`config.mk`:
```
export PLATFORM = sky130hd
export DESIGN_NAME = timed_event_sequencer
export DESIGN_NICKNAME = d
export VERILOG_FILES = /design/src/rtl/timed_event_sequencer.sv
export SDC_FILE = /design/constraint.sdc
export NUM_CORES = 1
export LEC_CHECK = 0
export ABC_AREA = 0
export ABC_CLOCK_PERIOD_IN_PS = 3350
export BUFFER_PORTS_ARGS = -buffer_cell sky130_fd_sc_hd__buf_2
export CORE_MARGIN = 2
export CORE_UTILIZATION = 35
export CTS_BUF_LIST = sky130_fd_sc_hd__clkbuf_8 sky130_fd_sc_hd__clkbuf_16
export DETAILED_ROUTE_END_ITERATION = 16
export GPL_TIMING_DRIVEN = 0
export HOLD_SLACK_MARGIN = 0.06
export SLEW_MARGIN = 10
export SYNTH_ARGS = -nofsm -noshare
export SYNTH_HDL_FRONTEND = slang
export SYNTH_SLANG_ARGS = --single-unit
```
`constraint.sdc`:
```
create_clock -name clk -period 3.35 [get_ports clk]
set_clock_uncertainty 0.2 [all_clocks]
set_input_delay 0.67 -clock clk [delete_from_list [all_inputs] [get_ports clk]]
set_output_delay 0.67 -clock clk [all_outputs]
set_load 0.005 [all_outputs]
```
`src/rtl/timed_event_sequencer.sv`:
```
// Replays a programmed table of timed steps onto one registered output bit.
// Each step either samples din at the end of its delay or captures it at the start.
module timed_event_sequencer #(
  parameter int DEPTH = 8,
  parameter int AW    = 3,
  parameter int DW    = 8
) (
  input  logic          clk,
  input  logic          rst,
  input  logic          cfg_we,
  input  logic [AW-1:0] cfg_addr,
  input  logic [DW-1:0] cfg_delay,
  input  logic          cfg_mode,
  input  logic [AW:0]   num_steps,
  input  logic          loop_en,
  input  logic          start,
  input  logic          abort,
  input  logic          din,
  output logic          dout,
  output logic          busy,
  output logic          done,
  output logic [AW-1:0] step_idx,
  output logic          upd
);

  typedef enum logic {IDLE, RUN} state_t;

  localparam logic [AW:0] DEPTH_L = (AW+1)'(DEPTH);

  state_t           state, state_nxt;
  logic [DW-1:0]    delay_tbl [DEPTH];
  logic [DEPTH-1:0] mode_tbl;
  logic [DW-1:0]    cnt;
  logic             cap;
  logic [AW:0]      steps_lat;
  logic             loop_lat;

  logic [AW:0]      eff_steps;
  logic             start_ok, upd_due, last;
  logic [AW-1:0]    next_idx;

  function automatic logic [DW-1:0] eff_delay(input logic [DW-1:0] d);
    return (d == '0) ? DW'(1) : d;
  endfunction

  assign eff_steps = (num_steps > DEPTH_L) ? DEPTH_L : num_steps;
  assign start_ok  = start && !abort && (eff_steps != '0);
  // The counter holds the cycles left in the current step; 1 means this edge updates.
  assign upd_due   = (state == RUN) && (cnt == DW'(1));
  assign last      = ({1'b0, step_idx} == (steps_lat - 1'b1));
  assign next_idx  = last ? '0 : step_idx + 1'b1;

  // Table has no reset and is frozen while a run is in progress.
  always_ff @(posedge clk) begin
    if (cfg_we && state == IDLE) begin
      delay_tbl[cfg_addr] <= cfg_delay;
      mode_tbl[cfg_addr]  <= cfg_mode;
    end
  end

  always_ff @(posedge clk or posedge rst) begin
    if (rst) state <= IDLE;
    else     state <= state_nxt;
  end

  always_comb begin
    state_nxt = state;
    case (state)
      IDLE: if (start_ok) state_nxt = RUN;
      RUN: begin
        if (abort)                               state_nxt = IDLE;
        else if (upd_due && last && !loop_lat)   state_nxt = IDLE;
      end
      default: state_nxt = IDLE;
    endcase
  end

  always_comb begin
    busy = (state == RUN);
  end

  always_ff @(posedge clk or posedge rst) begin
    if (rst) begin
      dout      <= 1'b0;
      done      <= 1'b0;
      upd       <= 1'b0;
      step_idx  <= '0;
      cnt       <= '0;
      cap       <= 1'b0;
      steps_lat <= '0;
      loop_lat  <= 1'b0;
    end else begin
      done <= 1'b0;
      upd  <= 1'b0;
      case (state)
        IDLE: begin
          if (start_ok) begin
            steps_lat <= eff_steps;
            loop_lat  <= loop_en;
            step_idx  <= '0;
            cnt       <= eff_delay(delay_tbl[0]);
            cap       <= din;
          end else if (start && !abort) begin
            done <= 1'b1;
          end
        end
        RUN: begin
          if (abort) begin
            cnt <= cnt;
          end else if (upd_due) begin
            dout <= mode_tbl[step_idx] ? cap : din;
            upd  <= 1'b1;
            if (last && !loop_lat) begin
              done <= 1'b1;
            end else begin
              // Update edge doubles as the next step's start edge.
              step_idx <= next_idx;
              cnt      <= eff_delay(delay_tbl[next_idx]);
              cap      <= din;
            end
          end else begin
            cnt <= cnt - 1'b1;
          end
        end
        default: cnt <= cnt;
      endcase
    end
  end

endmodule

```
After elaboration in Yosys (flattened, before gate mapping). Memory sizes are Yosys's and may differ from the RTL's. Cells that the tools add are included.

Eq/ne operators: 7. Reductions and logical operators: 17. Muxes and demuxes: 40. Add/sub/neg operators: 3. Bitwise operators: 2. Magnitude comparators: 4.

Operators by type and width (count): $mux W8 (6); $mux W1 (20); $logic_not A8 Y1 (2); $pmux W8 S2 (1); $mux W3 (5); $bwmux W8 (1); $eq A8 B1 Y1 const B (1); $logic_and A1 B1 Y1 (8); $lt A3 B4 Y1 const B (2); $sub A8 B1 Y8 const B (1); $ne A2 B2 Y1 const B (3); $pmux W1 S2 (3); $pmux W3 S2 (1); $reduce_and A3 Y1 (2); $eq A3 B4 Y1 (1); $gt A4 B4 Y1 const B (1); $mux W4 (1); $reduce_and A4 Y1 (1); $reduce_bool A4 Y1 (1); $sub A4 B1 Y4 const B (1); $add A3 B1 Y3 const B (1); $bmux W1 S3 (1); $demux W1 S3 (1); $ge A3 B1 Y1 const B (1); 5 further kinds (7).

Memory bits (writable): 64. Output and inout bits: 7. Register bits after elaboration: 29. Memories: 1. Input port bits: 23. Logic and storage cells: 84.

Memory list: delay_tbl (words 8, width 8, rd ports 2, clocked after Yosys merged registers in 0, wr ports 1, RTL line 31) `logic [DW-1:0] delay_tbl [DEPTH];`.

Depth between registers and ports, before layout. Gate-level depths: netlist of the first run. An unclocked memory read counts as a cell.

Word-level depth: 10. Depth in mapped cells: 10. Depth with buffers taken out: 9.

Least setup slack after synthesis of the first run. OpenSTA, ideal clock, no wires.

Kind: register to register. Start point: reg steps_lat[0]. End point: reg cap. Path buffers: 1. Library setup time: 0.128 ns. Stages on the path, launching flop included: 9. Setup slack: 0.814 ns. Arrival time: 2.209 ns. Data required time: 3.022 ns. Cells stage by stage: dfrtp_1 inv_1 ha_1 xnor2_1 or3_1 buf_2 o31a_1 o22ai_2 mux2_1.

Longest elaborated chain between the ends: 5.

RTL lines: start, declared (RTL line 35) `logic [AW:0] steps_lat;`; start signal, assigned (RTL line 98) `steps_lat <= eff_steps;`; $sub A4 B1 Y4 (RTL line 50) `assign last = ({1'b0, step_idx} == (steps_lat - 1'b1));`; $eq A3 B4 Y1 (RTL line 50); $logic_and A1 B1 Y1 (RTL line 113) `if (last && !loop_lat) begin`; $ne A2 B2 Y1 (no source line); $reduce_and A4 Y1 (no source line); end signal, assigned (RTL line 102) `cap <= din;`; end signal, assigned (RTL line 119) `cap <= din;`; end, declared (RTL line 34) `logic cap;`.

Every way passes these cells. A chain may end at the register's enable or synchronous reset.

Final worst setup path of the first run.
Start point: reg steps_lat[0]. End point: reg cnt[4].

Longest elaborated chain between the ends: 10.

RTL lines: $sub A4 B1 Y4 (*) (RTL line 50); $eq A3 B4 Y1 (*) (RTL line 50); $mux W3 (RTL line 51) `assign next_idx = last ? '0 : step_idx + 1'b1;`; $mem_v2 Z8 W8; $logic_not A8 Y1 (RTL line 43) `return (d == '0) ? DW'(1) : d;`; $mux W8 (RTL line 43); $mux W8 (RTL line 113); $mux W8 (RTL line 110) `end else if (upd_due) begin`; $mux W8 (RTL line 108) `if (abort) begin`; $pmux W8 S2 (RTL line 95) `case (state)`; end signal, assigned (RTL line 101) `cnt <= eff_delay(delay_tbl[0]);`; end signal, assigned (RTL line 109) `cnt <= cnt;`; end signal, assigned (RTL line 118) `cnt <= eff_delay(delay_tbl[next_idx]);`; end, declared (RTL line 33) `logic [DW-1:0] cnt;`.

Mark *: on every way between the ends. The rest lies on a longest branch, timed or not. The select of a mux whose other input is x is not followed.

==> impl_metrics.py, run 1 <==
metrics = {
    "timing": {
        "hold_viol_final": 0,
        "min_period_over_period": 0.838,
        "rsz0062_at_grt": "no",
        "min_period_ps": 2810,
        "tightestPinTransition_ps": 995,
        "slew_viol_final": 0,
        "relSlewSlack": 0.334,
        "fmax_ghz": 0.356,
        "finalSetupTns_ps": 0,
        "setup-violations-final": 0,
    },
    "placed_design": {
        "gp_congestion": 0.835,
        "placedInstanceArea_um2": 4830,
        "port_buffers": 29,
        "dp_hpwl_mm": 7.12,
    },
    "layout": {
        "final_area_um2": 5140,
        "synthToLayoutAreaGrowth_pct": 16.3,
        "drive_gt1_frac": 0.253,
        "insertedDiodeCount": 0,
        "nets": 386,
    },
    "synth": {
        "yosys-top-cells-count": "72 x edfxtp_1, 27 x nand2_1, 21 x dfrtp_1",
        "netlist_area_um2": 4420,
        "synth.most_common_cell": "edfxtp_1",
        "synth_area_leader_cell": "edfxtp_1",
        "yosysWarnings": 0,
        "yosysSeqAreaShare": 0.608,
        "synth.distinct_cells": 63,
        "synth_flop_cell": "edfxtp_1",
        "synth_area_leaders": "edfxtp_1 49%, dfrtp_1 12%, mux4_2 5.1%, mux2i_1 2.5%, nand2_1 2.3%",
        "muxShareOfSynthArea": 0.0810,
        "avgSynthCellArea_um2": 14.0,
        "synth-edff-count": 72,
        "async_flop_share": 0.226,
        "synth_compound_area_frac": 0.123,
        "synth_top_area_share": 0.490,
        "synth.net_count": 343,
        "syn_inst": 316,
        "synthAdderAreaFrac": 0.0113,
        "synth_top_family_by_area": "compound AO/OA/AOI/OAI gates",
        "synth_seq_cells": 93,
        "synth_simple_gate_area_frac": 0.116,
        "synth_xor_area_frac": 0.0272,
    },
    "floorplan": {
        "die_w_um": 116,
        "rows": 41,
        "die_area_um2": 13500,
        "io_pins": 30,
        "die_h_um": 116,
        "coreArea_um2": 12500,
        "start_util": 0.354,
    },
    "clock_network": {
        "cts_tree": "yes",
        "post_cts_buffers": 0,
        "root_buffer": "clkbuf_16",
        "ctsHtreeMaxLevel": 3,
        "clkTransAtPathRegs_ps": 70,
        "clk_latency_ps": 340,
        "cts_hold_buf": 0,
        "clock_path_buffers": 2,
        "cts.sinks": 93,
        "post_cts_resized": 0,
        "numCtsBuffers": 9,
    },
    "route": {
        "wl_per_cell_um": 18.4,
        "route.detailed.drc": 0,
        "vias_per_cell": 5.19,
        "wl_mm": 9.86,
        "first_iter_violations": 183,
        "vias": 2783,
        "antenna_left": 0,
        "drt-pass1-iter-count": 4,
    },
    "grt": {
        "overflow": 0,
        "first_global_vias": 2767,
        "grt_start_max_net_pins": 22,
        "grt_pass1_wl_mm": 15.5,
        "grt_usage": 0.156,
        "grt_antenna_before_repair": 0,
    },
    "power": {
        "peakVddDrop_v": 0.000275,
        "p_leak_nw": 1.79,
        "power_density_nw_per_um2": 559,
    },
    "worst_setup_path": {
        "cp.required_ps": 3410,
        "path_cells": "inv_1 > ha_1 > xnor2_1 > or3_1 > buf_2 > nor2_1 > o32a_1 > o211ai_1 > a31oi_1",
        "critPathCaptureType": "flop",
        "r2r_cells": 9,
        "rrSetupSlack_ps": 540,
        "crit_slowest_cell": "dfrtp_1",
        "crit_path_max_fanout": 6,
        "cp_data_arrival_time_ps": 2860,
        "critPathKind": "flop to flop",
        "cpPeakStageDelay_ps": 430,
        "start_kind": "flop",
    },
    "flow_run": {
        "maxCapViolations": 0,
    },
    "outcome": {
        "status": "complete, no violations",
    },
    "hold_path": {
        "hp-class": "input pin to async pin",
    },
}
per-stage QoR:
stage / hold slack (ps) / worst slack (ps) / util / std cells / power, mW
3_3_place_gp: 274 / 154 / 0.383 / 517 / 1.84
2_1_floorplan: 264 / 814 / - / 316 / 1.72
5_1_grt: 318 / 392 / 0.412 / 536 / 2.99
6_report: 284 / 543 / 0.412 / 536 / 2.87
3_5_place_dp: 286 / 600 / 0.388 / 520 / 1.85
4_1_cts: 301 / 564 / 0.412 / 536 / 2.89
flip-flops by register name, summed over array words and instances, names as in the netlist:
signal / cells
step_idx: 3
done: 1
busy: 1
dout: 1
loop_lat: 1
mode_tbl: 8
cnt: 8
steps_lat: 4
upd: 1
cap: 1
delay_tbl: 64
metal layers:
layer	part of all wire	track usage	wire [um]	vias up
met3	0.039	0.0394	386	6
met2	0.48	0.247	4760	62
met4	0.0080	0.0484	79	0
li1	-	-	-	1319
met1	0.47	0.212	4640	1396
met5	0	0	0	-
final cells by class:
class / instances / area (um^2)
buffer: 14 / 103
clock buffer: 9 / 225
clock inverter: 7 / 80.1
fill: 1159 / 7330
inverter: 11 / 41.3
multi-input combinational: 198 / 1620
sequential: 93 / 2690
tap: 172 / 215
timing repair buffer: 32 / 171
report_power, final:
group | leakage, nW | internal [mW] | total (mW) | switching (mW)
Combinational | 0.721 | 0.189 | 0.457 | 0.268
Sequential | 0.916 | 1.31 | 1.38 | 0.0696
Clock | 0.150 | 0.589 | 1.04 | 0.447
worst paths after layout:
check / start / to
worst max-delay path: steps_lat[0] / cnt[4]
worst min-delay path: rst / cap
worst max register to register: steps_lat[0] / cnt[4]
worst min register to register: cap / cap
max in group asynchronous: rst / cnt[5]
min in group clk: cap / cap
critical path: cells and delay by family (launching register included):
family,cells,cell delay [ps]
AOI/OAI and AO/OA,3,620
buffers and inverters,2,250
xor gates and xnor gates,1,190
and+or+nand+nor,2,740
adders and majority gates,1,310
DFF,1,430
layout by cell type, fill, tap and decap left out, drive strengths merged, types with 10 or more instances in the layout:
| master | instances |
|---|---|
| nand2 | 28 |
| dfrtp | 21 |
| a21oi | 11 |
| nor2 | 18 |
| clkbuf | 12 |
| mux2i | 11 |
| mux4 | 10 |
| inv | 14 |
| nor3 | 17 |
| edfxtp | 72 |
| buf | 43 |
kinds of logic (layout without fill, tap and decap cells):
| logic type | after synthesis | count (layout) |
|---|---|---|
| AOI/OAI and AO/OA | 64 | 64 |
| xor gates and xnor gates | 12 | 12 |
| adders and majority gates | 4 | 4 |
| buffers and inverters | 25 | 73 |
| DFF | 93 | 93 |
| muxes | 23 | 23 |
| and+or+nand+nor | 95 | 95 |
No activity file was read; power rests on OpenSTA's default activity.
==> inputs of run 2 (changes only) <==
- ABC_CLOCK_PERIOD_IN_PS: 3350 -> 2900
- clock period: 3.35 -> 2.9 ns (I/O delays scaled with it)
==> run 2 against run 1 <==
- clock power rose by 14%
- critical path depth fell by 1
- wire length fell by 0.31%
- global-route usage did not move
- setup slack got worse by 400 ps
- utilization barely moved
- die area did not move
- power rose by 15%
- count of clock-buffer cells in the layout did not move
- final area barely moved
- combinational power rose by 16%
- critical path type unchanged
- largest cell class unchanged
- highest routed layer unchanged
==> impl_metrics.py, run 2 (same netlist as run 1, synthesis figures left out) <==
metrics = {
    "floorplan": {
        "coreArea_um2": 12500,
        "start_util": 0.354,
        "io_pins": 30,
        "rows": 41,
        "die_area_um2": 13500,
        "die_w_um": 116,
        "die_h_um": 116,
    },
    "grt": {
        "grt_usage": 0.156,
        "grt_start_max_net_pins": 22,
        "grt_pass1_wl_mm": 15.5,
        "overflow": 0,
        "grt_antenna_before_repair": 0,
        "first_global_vias": 2767,
    },
    "timing": {
        "slew_viol_final": 0,
        "rsz0062_at_grt": "no",
        "relSlewSlack": 0.335,
        "tightestPinTransition_ps": 994,
        "min_period_ps": 2750,
        "min_period_over_period": 0.949,
        "hold_viol_final": 0,
        "fmax_ghz": 0.363,
        "setup-violations-final": 0,
    },
    "layout": {
        "layout_commonest_cell": "edfxtp_1",
        "final_area_um2": 5140,
        "insertedDiodeCount": 0,
        "fin_util": 0.412,
        "largest_reg_flops": 64,
        "drive_gt1_frac": 0.255,
        "synthToLayoutAreaGrowth_pct": 16.4,
        "reg_top3": "delay_tbl: 64 flops, cnt: 8 flops, mode_tbl: 8 flops",
        "top_register": "delay_tbl",
        "nFillCells": 1157,
        "nets": 386,
        "layout_common_cells": "72 x edfxtp_1, 33 x buf_2, 27 x nand2_1",
    },
    "worst_setup_path": {
        "rrSetupSlack_ps": 150,
        "start_kind": "flop",
        "crit_end": "cnt[7]",
        "reg2reg_to": "cnt[7]",
        "cp-startpoint": "steps_lat[0]",
        "cp_data_arrival_time_ps": 2770,
        "cp.required_ps": 2920,
        "worstReg2RegStart": "steps_lat[0]",
        "r2r_cells": 8,
        "critPathKind": "flop to flop",
        "critPathCaptureType": "flop",
        "crit_path_max_fanout": 7,
    },
    "clock_network": {
        "root_buffer": "clkbuf_16",
        "ctsHtreeMaxLevel": 3,
        "numCtsBuffers": 9,
        "clkTransAtPathRegs_ps": 70,
        "clock_path_buffers": 2,
        "cts_hold_buf": 0,
        "cts.sinks": 93,
        "cts_tree": "yes",
        "post_cts_resized": 0,
        "clk_latency_ps": 340,
        "post_cts_buffers": 0,
    },
    "route": {
        "antenna_left": 0,
        "vias_per_cell": 5.18,
        "drt-pass1-iter-count": 4,
        "vias": 2774,
        "wl_mm": 9.83,
        "route.detailed.drc": 0,
        "first_iter_violations": 180,
        "wl_per_cell_um": 18.3,
    },
    "power": {
        "p_leak_nw": 1.79,
        "peakVddDrop_v": 0.000316,
        "power_density_nw_per_um2": 645,
        "total_power_mw": 3.32,
    },
    "flow_run": {
        "maxCapViolations": 0,
    },
    "outcome": {
        "status": "complete, no violations",
    },
    "placed_design": {
        "dp_hpwl_mm": 7.12,
        "port_buffers": 29,
        "placedInstanceArea_um2": 4830,
        "gp_congestion": 0.835,
    },
    "hold_path": {
        "hp-class": "input pin to async pin",
    },
}
-- run 2: cell types whose count changed in the layout (fill, tap and decap cells not counted) --
| cell | delta |
|---|---|
| nor2_2 | +1 |
| nor2_1 | -1 |
-- run 2: cell type report --
type	count	area [um^2]	area share
timing repair buffer	32	171	0.0333
clock inverter	7	80.1	0.0156
buffer	14	103	0.0200
sequential	93	2690	0.523
clock buffer	9	225	0.0438
inverter	11	41.3	0.00803
tap	172	215	0.0419
multi-input combinational	198	1620	0.315
-- run 2: how the worst min path moves through the flow --
| stage | to | slack, ps | cells past startpoint |
|---|---|---|---|
| 2_1_floorplan | cap | 260 | 1 |
| 3_3_place_gp | cap | 270 | 1 |
| 3_5_place_dp | cap | 290 | 1 |
| 4_1_cts | cap | 210 | 2 |
| 5_1_grt | loop_lat | 230 | 3 |
| 6_report | cap | 190 | 2 |
-- run 2: critical path, stage by stage, from the launching register on --
cell      delay [ps]
dfrtp_1          430
inv_1             80
ha_1             310
xnor2_1          190
nor3_4           440
a21oi_1          200
a2111o_1         440
a31oi_1          240
a21oi_1          100
-- run 2: per-stage QoR --
stage,hold WS [ps],worst slack (ps),cells,setup TNS (ps)
2_1_floorplan,264,364,316,0
5_1_grt,228,4.83,536,0
3_3_place_gp,274,-248,517,-5460
3_5_place_dp,286,150,520,0
6_report,194,148,536,0
4_1_cts,211,114,536,0
-- run 2: power breakdown --
| group | total, mW | switching [mW] | leakage, nW | internal [mW] |
|---|---|---|---|---|
| registers | 1.59 | 0.0801 | 0.916 | 1.51 |
| logic | 0.529 | 0.310 | 0.721 | 0.219 |
| clock network | 1.19 | 0.515 | 0.150 | 0.680 |
-- run 2: layer usage --
layer | vias up | routed length, um | GRT usage | share of wire
met1 | 1401 | 4650 | 0.212 | 0.47
li1 | 1318 | - | - | -
met2 | 51 | 4770 | 0.247 | 0.48
met5 | - | 0 | 0 | 0
met3 | 4 | 350 | 0.0394 | 0.036
met4 | 0 | 65 | 0.0484 | 0.0066
==> inputs of run 3 (changes only) <==
- CORE_MARGIN: 2 -> 4
- GPL_TIMING_DRIVEN: 0 -> 1
==> run 3 against run 2 <==
- sequential power about the same
- combinational power hardly changed
- highest routed layer unchanged
- count of clock-buffer cells in the layout stayed put
==> impl_metrics.py, run 3 (same netlist as run 1, synthesis figures left out) <==
metrics = {
    "route": {
        "wl_mm": 9.92,
        "antenna_left": 0,
        "route.detailed.drc": 0,
        "drt-pass1-iter-count": 5,
        "wl_per_cell_um": 18.6,
        "vias": 2818,
        "vias_per_cell": 5.29,
        "first_iter_violations": 318,
    },
    "timing": {
        "setup-violations-final": 0,
        "finalSetupTns_ps": 0,
        "worst_slack_ps": 162,
        "min_period_ps": 2740,
        "fmax_ghz": 0.365,
        "rsz0062_at_grt": "no",
        "slew_viol_final": 0,
        "relSlewSlack": 0.457,
        "min_period_over_period": 0.944,
        "hold_viol_final": 0,
        "tightestPinTransition_ps": 814,
    },
    "placed_design": {
        "pre_cts_slack_ps": 178,
        "dp_hpwl_mm": 7.13,
        "port_buffers": 29,
        "gp_congestion": 0.876,
    },
    "layout": {
        "reg_top3": "delay_tbl: 64 flops, cnt: 8 flops, mode_tbl: 8 flops",
        "layout_commonest_cell": "edfxtp_1",
        "largest_reg_flops": 64,
        "layout_common_cells": "72 x edfxtp_1, 29 x buf_2, 27 x nand2_1",
        "drive_gt1_frac": 0.249,
        "nets": 387,
        "insertedDiodeCount": 0,
        "synthToLayoutAreaGrowth_pct": 15.9,
        "top_register": "delay_tbl",
    },
    "worst_setup_path": {
        "cp.depth": 7,
        "cp_data_arrival_time_ps": 2760,
        "cpPeakStageDelay_ps": 490,
        "critPathCaptureType": "flop",
        "path_cells": "inv_1 > ha_1 > xnor2_1 > or3_1 > o31a_1 > o22ai_2 > mux2_1",
        "crit_end": "cap",
        "start_kind": "flop",
        "reg2reg_to": "cap",
        "worstReg2RegStart": "steps_lat[0]",
        "rrSetupSlack_ps": 160,
        "r2r_cells": 7,
        "cp-startpoint": "steps_lat[0]",
        "crit_slowest_cell": "or3_1",
        "crit_path_max_fanout": 6,
        "critPathKind": "flop to flop",
        "critPathTopFamily": "compound AO/OA/AOI/OAI gates",
        "worst-path-buf-inv": 1,
        "cp.required_ps": 2920,
    },
    "power": {
        "peakVddDrop_v": 0.000414,
        "p_leak_nw": 1.78,
        "total_power_mw": 3.25,
        "power_density_nw_per_um2": 636,
    },
    "clock_network": {
        "cts.sinks": 93,
        "cts_tree": "yes",
        "clkTransAtPathRegs_ps": 70,
        "clock_path_buffers": 2,
        "root_buffer": "clkbuf_16",
        "post_cts_buffers": 0,
        "numCtsBuffers": 9,
        "ctsHtreeMaxLevel": 3,
        "clk_latency_ps": 340,
        "cts_hold_buf": 0,
        "post_cts_resized": 0,
    },
    "grt": {
        "grt_start_max_net_pins": 35,
        "overflow": 0,
        "grt_antenna_before_repair": 0,
        "grt_pass1_wl_mm": 16.2,
        "grt_usage": 0.146,
        "first_global_vias": 2867,
    },
    "floorplan": {
        "die_h_um": 120,
        "die_area_um2": 14500,
        "io_pins": 30,
        "die_w_um": 120,
        "rows": 40,
        "coreArea_um2": 12200,
        "start_util": 0.363,
    },
    "flow_run": {
        "maxCapViolations": 0,
    },
    "hold_path": {
        "hp-class": "input pin to async pin",
    },
    "outcome": {
        "status": "complete, no violations",
    },
}
[run 3: power by group]
group / internal (mW) / switching [mW]
sequential: 1.51 / 0.0840
clock: 0.601 / 0.531
combinational: 0.223 / 0.303
[run 3: how the worst min path moves through the flow]
| stage | start | endpoint | slack [ps] | cells past startpoint |
|---|---|---|---|---|
| after floorplan | cap | cap | 260 | 1 |
| after detailed placement | cap | cap | 290 | 1 |
| final | rst | step_idx[0] | 190 | 2 |
| after global routing | loop_en | loop_lat | 260 | 3 |
| after CTS | rst | step_idx[0] | 220 | 2 |
| after global placement | cap | cap | 280 | 1 |
[run 3: routing by layer]
layer	share of wire	vias up	wire length, um	global-route usage
li1	-	1322	-	-
met1	0.47	1414	4690	0.209
met2	0.47	72	4630	0.222
met3	0.047	10	466	0.0351
met4	0.013	0	126	0.0382
met5	0	-	0	0
[run 3: per-stage QoR]
| step | cells | hold WS (ps) | utilization | cell area, um^2 |
|---|---|---|---|---|
| after global placement | 517 | 277 | 0.397 | 4830 |
| after floorplan | 316 | 264 | - | 4420 |
| after global routing | 533 | 256 | 0.421 | 5120 |
| after detailed placement | 517 | 293 | 0.397 | 4830 |
| final | 533 | 195 | 0.421 | 5120 |
| after CTS | 533 | 218 | 0.421 | 5120 |
[run 3: area by class of cell]
type | count | area (um^2)
Inverter | 11 | 41.3
Sequential cell | 93 | 2690
Clock buffer | 9 | 225
Tap cell | 168 | 210
Clock inverter | 7 | 63.8
Multi-Input combinational cell | 198 | 1590
Fill cell | 1134 | 7040
Timing Repair Buffer | 47 | 305
